--- config.mk ---
export PLATFORM = sky130hd
export DESIGN_NAME = poly_diff_reader
export DESIGN_NICKNAME = d
export VERILOG_FILES = /design/src/rtl/poly_diff_pkg.sv /design/src/rtl/poly_diff_pulse.sv /design/src/rtl/poly_diff_reader.sv
export SDC_FILE = /design/constraint.sdc
export NUM_CORES = 1
export LEC_CHECK = 0
export ABC_AREA = 1
export BUFFER_PORTS_ARGS = -buffer_cell sky130_fd_sc_hd__buf_2
export CORE_AREA = 2 2 106 98
export CTS_CLUSTER_SIZE = 20
export DETAILED_ROUTE_END_ITERATION = 6
export DIE_AREA = 0 0 108 100
export GPL_ROUTABILITY_DRIVEN = 0
export PLACE_DENSITY = 0.75
export SYNTH_ARGS = -nofsm -noshare
export SYNTH_HDL_FRONTEND = slang
export SYNTH_SLANG_ARGS = --single-unit
--- constraint.sdc ---
create_clock -name clk -period 3.4 [get_ports clk]
set_input_delay 0.68 -clock clk [delete_from_list [all_inputs] [get_ports clk]]
set_output_delay 0.68 -clock clk [all_outputs]
set_load 0.02 [all_outputs]
--- src/rtl/poly_diff_pkg.sv ---
// Shared constants for the finite-difference polynomial engine reader: FSM
// encoding, default widths and the engine's power-on difference table.
package poly_diff_pkg;

  localparam logic [2:0] IDLE = 3'd0;
  localparam logic [2:0] S_LO = 3'd1;
  localparam logic [2:0] S_HI = 3'd2;
  localparam logic [2:0] SAMP = 3'd3;
  localparam logic [2:0] N_LO = 3'd4;
  localparam logic [2:0] N_HI = 3'd5;
  localparam logic [2:0] FIN  = 3'd6;

  localparam int W_DEF     = 10;
  localparam int NSAMP_MIN = 4;

  // Engine setup table loaded on a start press.
  localparam int H0     = 1;
  localparam int F0     = 5;
  localparam int G0     = 10;
  localparam int G_STEP = 6;

  function automatic int max_int(input int a, input int b);
    return (a > b) ? a : b;
  endfunction

endpackage

--- src/rtl/poly_diff_pulse.sv ---
// Timed button press: holds btn low for PULSE_CYC cycles, then waits
// SETTLE_CYC cycles with btn high and flags rdy in the last settle cycle.
module poly_diff_pulse
  import poly_diff_pkg::*;
#(
  parameter int PULSE_CYC  = 2,
  parameter int SETTLE_CYC = 3
) (
  input  logic clk,
  input  logic rst,
  input  logic trig,
  output logic btn,
  output logic rdy
);

  localparam int TW = $clog2(max_int(PULSE_CYC, SETTLE_CYC) + 1);

  localparam logic [1:0] P_IDLE = 2'd0;
  localparam logic [1:0] P_LO   = 2'd1;
  localparam logic [1:0] P_HI   = 2'd2;

  logic [1:0]    phase;
  logic [TW-1:0] tmr;

  // NOTE: sequential state uses non-blocking assignments so every flop
  // samples pre-edge values, independent of block ordering.
  always_ff @(posedge clk or negedge rst) begin
    if (!rst) begin
      phase <= P_IDLE;
      tmr   <= '0;
      btn   <= 1'b1;
    end else begin
      case (phase)
        P_IDLE: if (trig) begin
          phase <= P_LO;
          btn   <= 1'b0;
          tmr   <= TW'(PULSE_CYC - 1);
        end
        P_LO: if (tmr == '0) begin
          phase <= P_HI;
          btn   <= 1'b1;
          tmr   <= TW'(SETTLE_CYC - 1);
        end else begin
          tmr <= tmr - 1'b1;
        end
        P_HI: if (tmr == '0) phase <= P_IDLE;
              else           tmr   <= tmr - 1'b1;
        default: phase <= P_IDLE;
      endcase
    end
  end

  assign rdy = (phase == P_HI) && (tmr == '0);

endmodule

--- src/rtl/poly_diff_reader.sv ---
// Host sequencer for the difference engine: presses start/nextn, samples
// eng_data and backward-differences it into h0..d3. Define POLY_DIFF_CHECK_EN
// to build the constant-third-difference checker driving err.
module poly_diff_reader
  import poly_diff_pkg::*;
#(
  parameter int W          = W_DEF,
  parameter int NSAMP      = 6,
  parameter int PULSE_CYC  = 2,
  parameter int SETTLE_CYC = 3
) (
  input  logic         clk,
  input  logic         rst,
  input  logic         go,
  input  logic [W-1:0] eng_data,
  output logic         eng_start,
  output logic         eng_nextn,
  output logic         busy,
  output logic         done,
  output logic [W-1:0] h0,
  output logic [W-1:0] d1,
  output logic [W-1:0] d2,
  output logic [W-1:0] d3,
  output logic         err
);

  localparam logic [4:0] K_LAST = 5'(NSAMP - 1);

  logic [2:0]   state;
  logic [4:0]   k;
  logic [W-1:0] s, a1, a2;
  logic [W-1:0] e1, e2, e3;
  logic         start_trig, next_trig;
  logic         start_rdy, next_rdy;

  assign start_trig = (state == IDLE) && go;
  assign next_trig  = (state == SAMP) && (k != K_LAST);
  assign busy       = (state != IDLE);

  poly_diff_pulse #(.PULSE_CYC(PULSE_CYC), .SETTLE_CYC(SETTLE_CYC)) u_start (
    .clk(clk), .rst(rst), .trig(start_trig), .btn(eng_start), .rdy(start_rdy)
  );

  poly_diff_pulse #(.PULSE_CYC(PULSE_CYC), .SETTLE_CYC(SETTLE_CYC)) u_next (
    .clk(clk), .rst(rst), .trig(next_trig), .btn(eng_nextn), .rdy(next_rdy)
  );

  // Differences wrap mod 2^W by construction; wrap is not an error.
  always_comb begin
    e1 = eng_data - s;
    e2 = e1 - a1;
    e3 = e2 - a2;
  end

  // NOTE: the differencing history is reset along with the FSM so outputs
  // read zero after reset rather than whatever the last run left behind.
  always_ff @(posedge clk or negedge rst) begin
    if (!rst) begin
      state <= IDLE;
      k     <= '0;
      done  <= 1'b0;
      s     <= '0;
      a1    <= '0;
      a2    <= '0;
      h0    <= '0;
      d1    <= '0;
      d2    <= '0;
      d3    <= '0;
    end else begin
      case (state)
        IDLE: if (go) begin
          state <= S_LO;
          done  <= 1'b0;
          k     <= '0;
        end
        // The button rises at the end of its low phase; the pulse block's
        // rdy then marks the last settle cycle before sampling.
        S_LO: if (eng_start) state <= S_HI;
        S_HI: if (start_rdy) state <= SAMP;
        SAMP: begin
          case (k)
            5'd0:    h0 <= eng_data;
            5'd1:    d1 <= e1;
            5'd2:    d2 <= e2;
            5'd3:    d3 <= e3;
            default: ;
          endcase
          s     <= eng_data;
          a1    <= e1;
          a2    <= e2;
          k     <= k + 5'd1;
          state <= (k == K_LAST) ? FIN : N_LO;
        end
        N_LO: if (eng_nextn) state <= N_HI;
        N_HI: if (next_rdy)  state <= SAMP;
        FIN: begin
          done  <= 1'b1;
          state <= IDLE;
        end
        default: state <= IDLE;
      endcase
    end
  end

`ifdef POLY_DIFF_CHECK_EN
  always_ff @(posedge clk or negedge rst) begin
    if (!rst)                                   err <= 1'b0;
    else if (start_trig)                        err <= 1'b0;
    else if (state == SAMP && k >= 5'd4 && e3 != d3) err <= 1'b1;
  end
`else
  assign err = 1'b0;
`endif

endmodule

# Word level (Yosys, flattened, before mapping)
# Index checks and enable logic that the tools add are counted.
# Widths: inputs -> output; s select.
[word_totals]
mem_bits_rw = 0
mem_count = 0
latch_bits = 0
input_bits = 13
out_inout_bits = 45
ff_bits = 89
romBits = 0
[classes]
n_eq_ne = 28
add_sub_neg = 6
shifts = 0
order_cmp = 0
reduce_logical = 30
bitwise_logic = 0
div = 0
mux = 31
n_mul = 0
[op_table]
columns = ["operator", "n"]
rows = [
  ["$sub 10x10->10", 3],
  ["$pmux 2 s3", 4],
  ["$mux 2", 11],
  ["$pmux 3 s6", 1],
  ["$reduce_and 3->1", 6],
  ["$mux 3", 5],
  ["$ne 2x2->1 const B", 7],
  ["$ne 2x1->1 const B", 6],
  ["$reduce_and 2->1", 6],
  ["$eq 5x2->1 const B", 2],
  ["$pmux 5 s2", 1],
  ["$eq 3x3->1 const B", 3],
  ["$reduce_bool 3->1", 3],
  ["$logic_not 2->1", 4],
  ["$reduce_bool 2->1", 4],
  ["$eq 3x2->1 const B", 2],
  ["$pmux 1 s2", 3],
  ["$add 5x1->5 const B", 1],
  ["$eq 5x1->1 const B", 1],
  ["$eq 5x3->1 const B", 1],
  ["$logic_not 5->1", 1],
  ["$mux 1", 5],
  ["$mux 5", 1],
  ["$ne 5x3->1 const B", 1],
  ["7 further kinds", 13],
]

# Logic depth before layout (Yosys ltp)
[logic_depth]
word_depth = 4
depth_mapped = 25
mapped_depth_nobuf = 25

# Modules after synthesis
# From an unflattened synthesis, not the netlist that was laid out.
[hier_totals]
hier_cells = 667
area_unflattened_um2 = 5313.8
[modules_own_cells]
columns = ["mod", "area_each_um2", "seq_area_each_um2", "n_inst", "cells_each"]
rows = [
  ["poly_diff_reader", 4488.1, 1976.9, 1, 557],
  ["poly_diff_pulse", 412.9, 126.4, 2, 55],
]

# Worst setup path before layout
# Ideal clock, no wire load.
[synth_path]
path_type = "input to register"
start = "input eng_data[0]"
end = "register d3[9]"
cell_stages = 25
arrival_time_ps = 4069
setup_slack_ps = -787
t_required_ps = 3283
setup_time_ps = 117
path_cell_list = "inv_1 ha_1 fa_1 nand3b_1 and2_1 inv_1 a21oi_1 o21ai_0 xor2_1 inv_1 ha_1 inv_1 o21bai_1 o21bai_1 xor2_1 inv_1 ha_1 nand2_1 inv_1 a221oi_1 nand3_1 inv_1 nand2_1 nand3_1 nand2_1"
[synth_via]
elab_chain_len = 3
[synth_rtl]
columns = ["element", "line_no", "text"]
rows = [
  ["start, declared", "poly_diff_reader.sv:15", "input logic [W-1:0] eng_data,"],
  ["$sub 10x10->10", "poly_diff_reader.sv:50", "e1 = eng_data - s;"],
  ["net e1[6]", "poly_diff_reader.sv:32", "logic [W-1:0] e1, e2, e3;"],
  ["$sub 10x10->10", "poly_diff_reader.sv:51", "e2 = e1 - a1;"],
  ["net e2[7]", "poly_diff_reader.sv:32", ""],
  ["$sub 10x10->10", "poly_diff_reader.sv:52", "e3 = e2 - a2;"],
  ["end signal, assigned", "poly_diff_reader.sv:68", "d3 <= '0;"],
  ["end signal, assigned", "poly_diff_reader.sv:85", "5'd3: d3 <= e3;"],
  ["end, declared", "poly_diff_reader.sv:23", "output logic [W-1:0] d3,"],
]
# The timed path passes the listed nets, and every way through them passes these cells.
# A chain may end at the register's enable or synchronous reset.

# Worst setup path after layout
[layout_path]
start = "register s[0]"
end = "register d3[9]"
[layout_via]
elab_chain_len = 3
[layout_rtl]
columns = ["element", "line_no", "text"]
rows = [
  ["start, declared", "poly_diff_reader.sv:31", "logic [W-1:0] s, a1, a2;"],
  ["start signal, assigned", "poly_diff_reader.sv:88", "s <= eng_data;"],
  ["$sub 10x10->10", "poly_diff_reader.sv:50", ""],
  ["net e1[6]", "poly_diff_reader.sv:32", ""],
  ["$sub 10x10->10", "poly_diff_reader.sv:51", ""],
  ["net e2[7]", "poly_diff_reader.sv:32", ""],
  ["$sub 10x10->10", "poly_diff_reader.sv:52", ""],
]
# The timed path passes the listed nets, and every way through them passes these cells.

==> metrics.txt <==
CTS Sinks 89; CTS tree built; Required @ worst endpoint 3.67 ns; grt met1 use 0.288; Yosys warning total 0; Setup crit start s[0]; status finished with violations; Worst Skew 0.00867 ns; chip width 108 um; CP max-delay cell dfrtp_1; worst skew pair latency 0.38 ns; row count 35; GR Layer Usage met3 0.0364; Max Cap Viol 0; Via Count 4600; failing checks negative setup slack; Slew Limit Headroom 0.240; cell area after synthesis 0.00504 mm2; crit path max fanout 4; min-delay worst type input port to asynchronous set/reset pin; worst path arrival time 4.05 ns; post-DP HPWL 8520 um; most used cell, CP inv_2; Seq/Total Area, Yosys 0.442; Remaining DRCs 0; clk slew on worst S/H paths 0.09 ns; drt total wl 12800 um; post-route minimum period 3.78 ns; Setup CP Type register to register; Pre-antenna DRT Iters 6; Max Fclk 0.265 GHz; met2 GRT Util 0.418; vias in the first global route 4592; CP max stage delay 0.42 ns; largest net degree at the start of global routing 90; vias per cell 5.25; Yosys top cell area share 0.432; CTS H-tree lvls 3; WL per Instance 14.6 um; ys flop type dfrtp_1; Tot GR Track Use 0.237; final hold viol count 0; Async SR Flop Fraction 1.00; slack of the critical path -0.376 ns; Syn Inst Count 601; # IOs 58; number of synthesized register bits 89; # port buffers 56; number of synthesized flops with an enable pin 0; layout cells sized above 1 0.323; Initial Util 0.512; die height 100 um; Synth area leader dfrtp_1; FF-to-FF Start s[0]; cell chain of the critical path ha_4, fa_2, nand3b_1, and2_4, inv_2, a21oi_2, o21ai_2, xor2_2, inv_2, ha_4, inv_2, o21bai_1, o21bai_1, xor2_1, inv_1, ha_4, nand2_2, inv_2, a221oi_2, nand3_1, inv_1, nand2_1, nand3_1, nand2_1; Synth cell types 42; total CTS buffers 9; GR peak layer met2; ANT cells 0; Placed Area 0.00605 mm2; critical path endpoint category register; flop2flop setup slack -0.38 ns; area grow syn2layout 34.4%; final worst path period share 1.11; Max Buffers Root-to-Sink 2; most common cell in the netlist nand2_1; Core Region 0.00985 mm2; antenna violations before repair 0; Post-Syn Nets 660; First DRT Iteration DRCs 232; Avg Cell Area, Syn 8.39 um2; total gr overflow 0; ranking of synthesized cells by area dfrtp_1 43%, nand2_1 11%, ha_1 11%, inv_1 6.7%, o21ai_0 6.3%; Slew @ Worst Pin 1.14 ns; fin area 0.00678 mm2; crit start category register; RSZ-0062 raised after global routing true; Final #Nets 801; Post-CTS Hold Fix Bufs 0; Routed Antenna Nets 0; global-route wire length before repair 20300 um; clk root buf clkbuf_8; setup violators final 5; full die area 0.0108 mm2; synth cell count leaders 146 x nand2_1, 90 x inv_1, 87 x dfrtp_1; Final Max Tran Viols 0
==> registers in the layout, indices dropped and copies added, names as in the netlist <==
name,cells
a1,10
a2,10
d1,10
d2,10
d3,10
done,1
h0,10
k,5
s,10
state,3
u_next.btn,1
u_next.phase,2
u_next.tmr,2
u_start.btn,1
u_start.phase,2
u_start.tmr,2
==> metrics by stage <==
| step | TNS (ns) | hold slack, ns | utilization | setup slack [ns] | std cells |
|---|---|---|---|---|---|
| finish | -0.966 | 0.481 | 0.688 | -0.376 | 876 |
| global route | -2.25 | 0.507 | 0.688 | -0.609 | 876 |
| CTS | -0.872 | 0.484 | 0.668 | -0.371 | 874 |
| detailed placement | -5.93 | 0.461 | 0.614 | -0.928 | 844 |
| global placement | -4.52 | 0.457 | 0.614 | -0.755 | 844 |
| floorplan | -0.772 | 0.384 | - | -0.470 | 601 |
==> layout make-up <==
type | instances | area [um2]
fill | 753 | 3080
multi-input combinational | 406 | 2840
sequential | 89 | 2230
timing repair buffer | 142 | 946
inverter | 94 | 368
tap | 129 | 161
clock buffer | 10 | 138
clock inverter | 6 | 95.1
==> path summary, 6_finish.rpt <==
kind / to / depth (start not counted)
max in group asynchronous: u_start.phase[0] / 1
setup reg to reg: d3[9] / 24
hold / removal: d3[3] / 1
setup / recovery: d3[9] / 24
hold reg to reg: d1[3] / 2
min in group clk: d1[3] / 2
==> layer usage <==
metal	share of wire	up-vias	wire, um
met5	0	-	0
met4	0.027	0	345
met3	0.041	33	521
met2	0.52	110	6590
met1	0.42	2233	5320
li1	-	2224	-
==> cell families after synthesis <==
group / count (synthesis) / synth area share
flops: 89 / 0.442
other cells: 1 / 0.000744
simple gates: 220 / 0.186
xor+xnor: 20 / 0.0347
compound gates: 112 / 0.122
fa+ha+maj: 46 / 0.119
buf+inv: 106 / 0.0804
mux: 7 / 0.0156
==> placed cells by master (no fill, tap or decap), types with 10 or more instances in the layout <==
cell	synthesis	routed
a21oi_1	23	13
ha_1	43	32
inv_1	90	82
ha_4	0	11
nor2_1	26	24
o21ai_0	63	55
buf_4	1	84
nand2_1	146	138
dfrtp_1	87	87
buf_2	3	54
inv_2	4	10
clkbuf_8	0	10
nand3_1	30	26
==> worst max-delay path, delay by kind of cell (launching register included) <==
kind	cells	cell delay [ns]
xor+xnor	2	0.41
simple gates	7	0.67
flops	1	0.42
fa+ha+maj	4	1.00
buf+inv	6	0.36
compound gates	5	0.78
==> repair_timing <==
item                       in CTS  in global routing
setup buffers                  14                  5
resized for setup              36                 39
setup endpoints to repair       7                  9
pin swaps                      28                 21
gates cloned                    0                  0
Power is left out: the tool's default activity adds up to more than one toggle a clock period on the data nets, which glitch-free logic cannot reach.
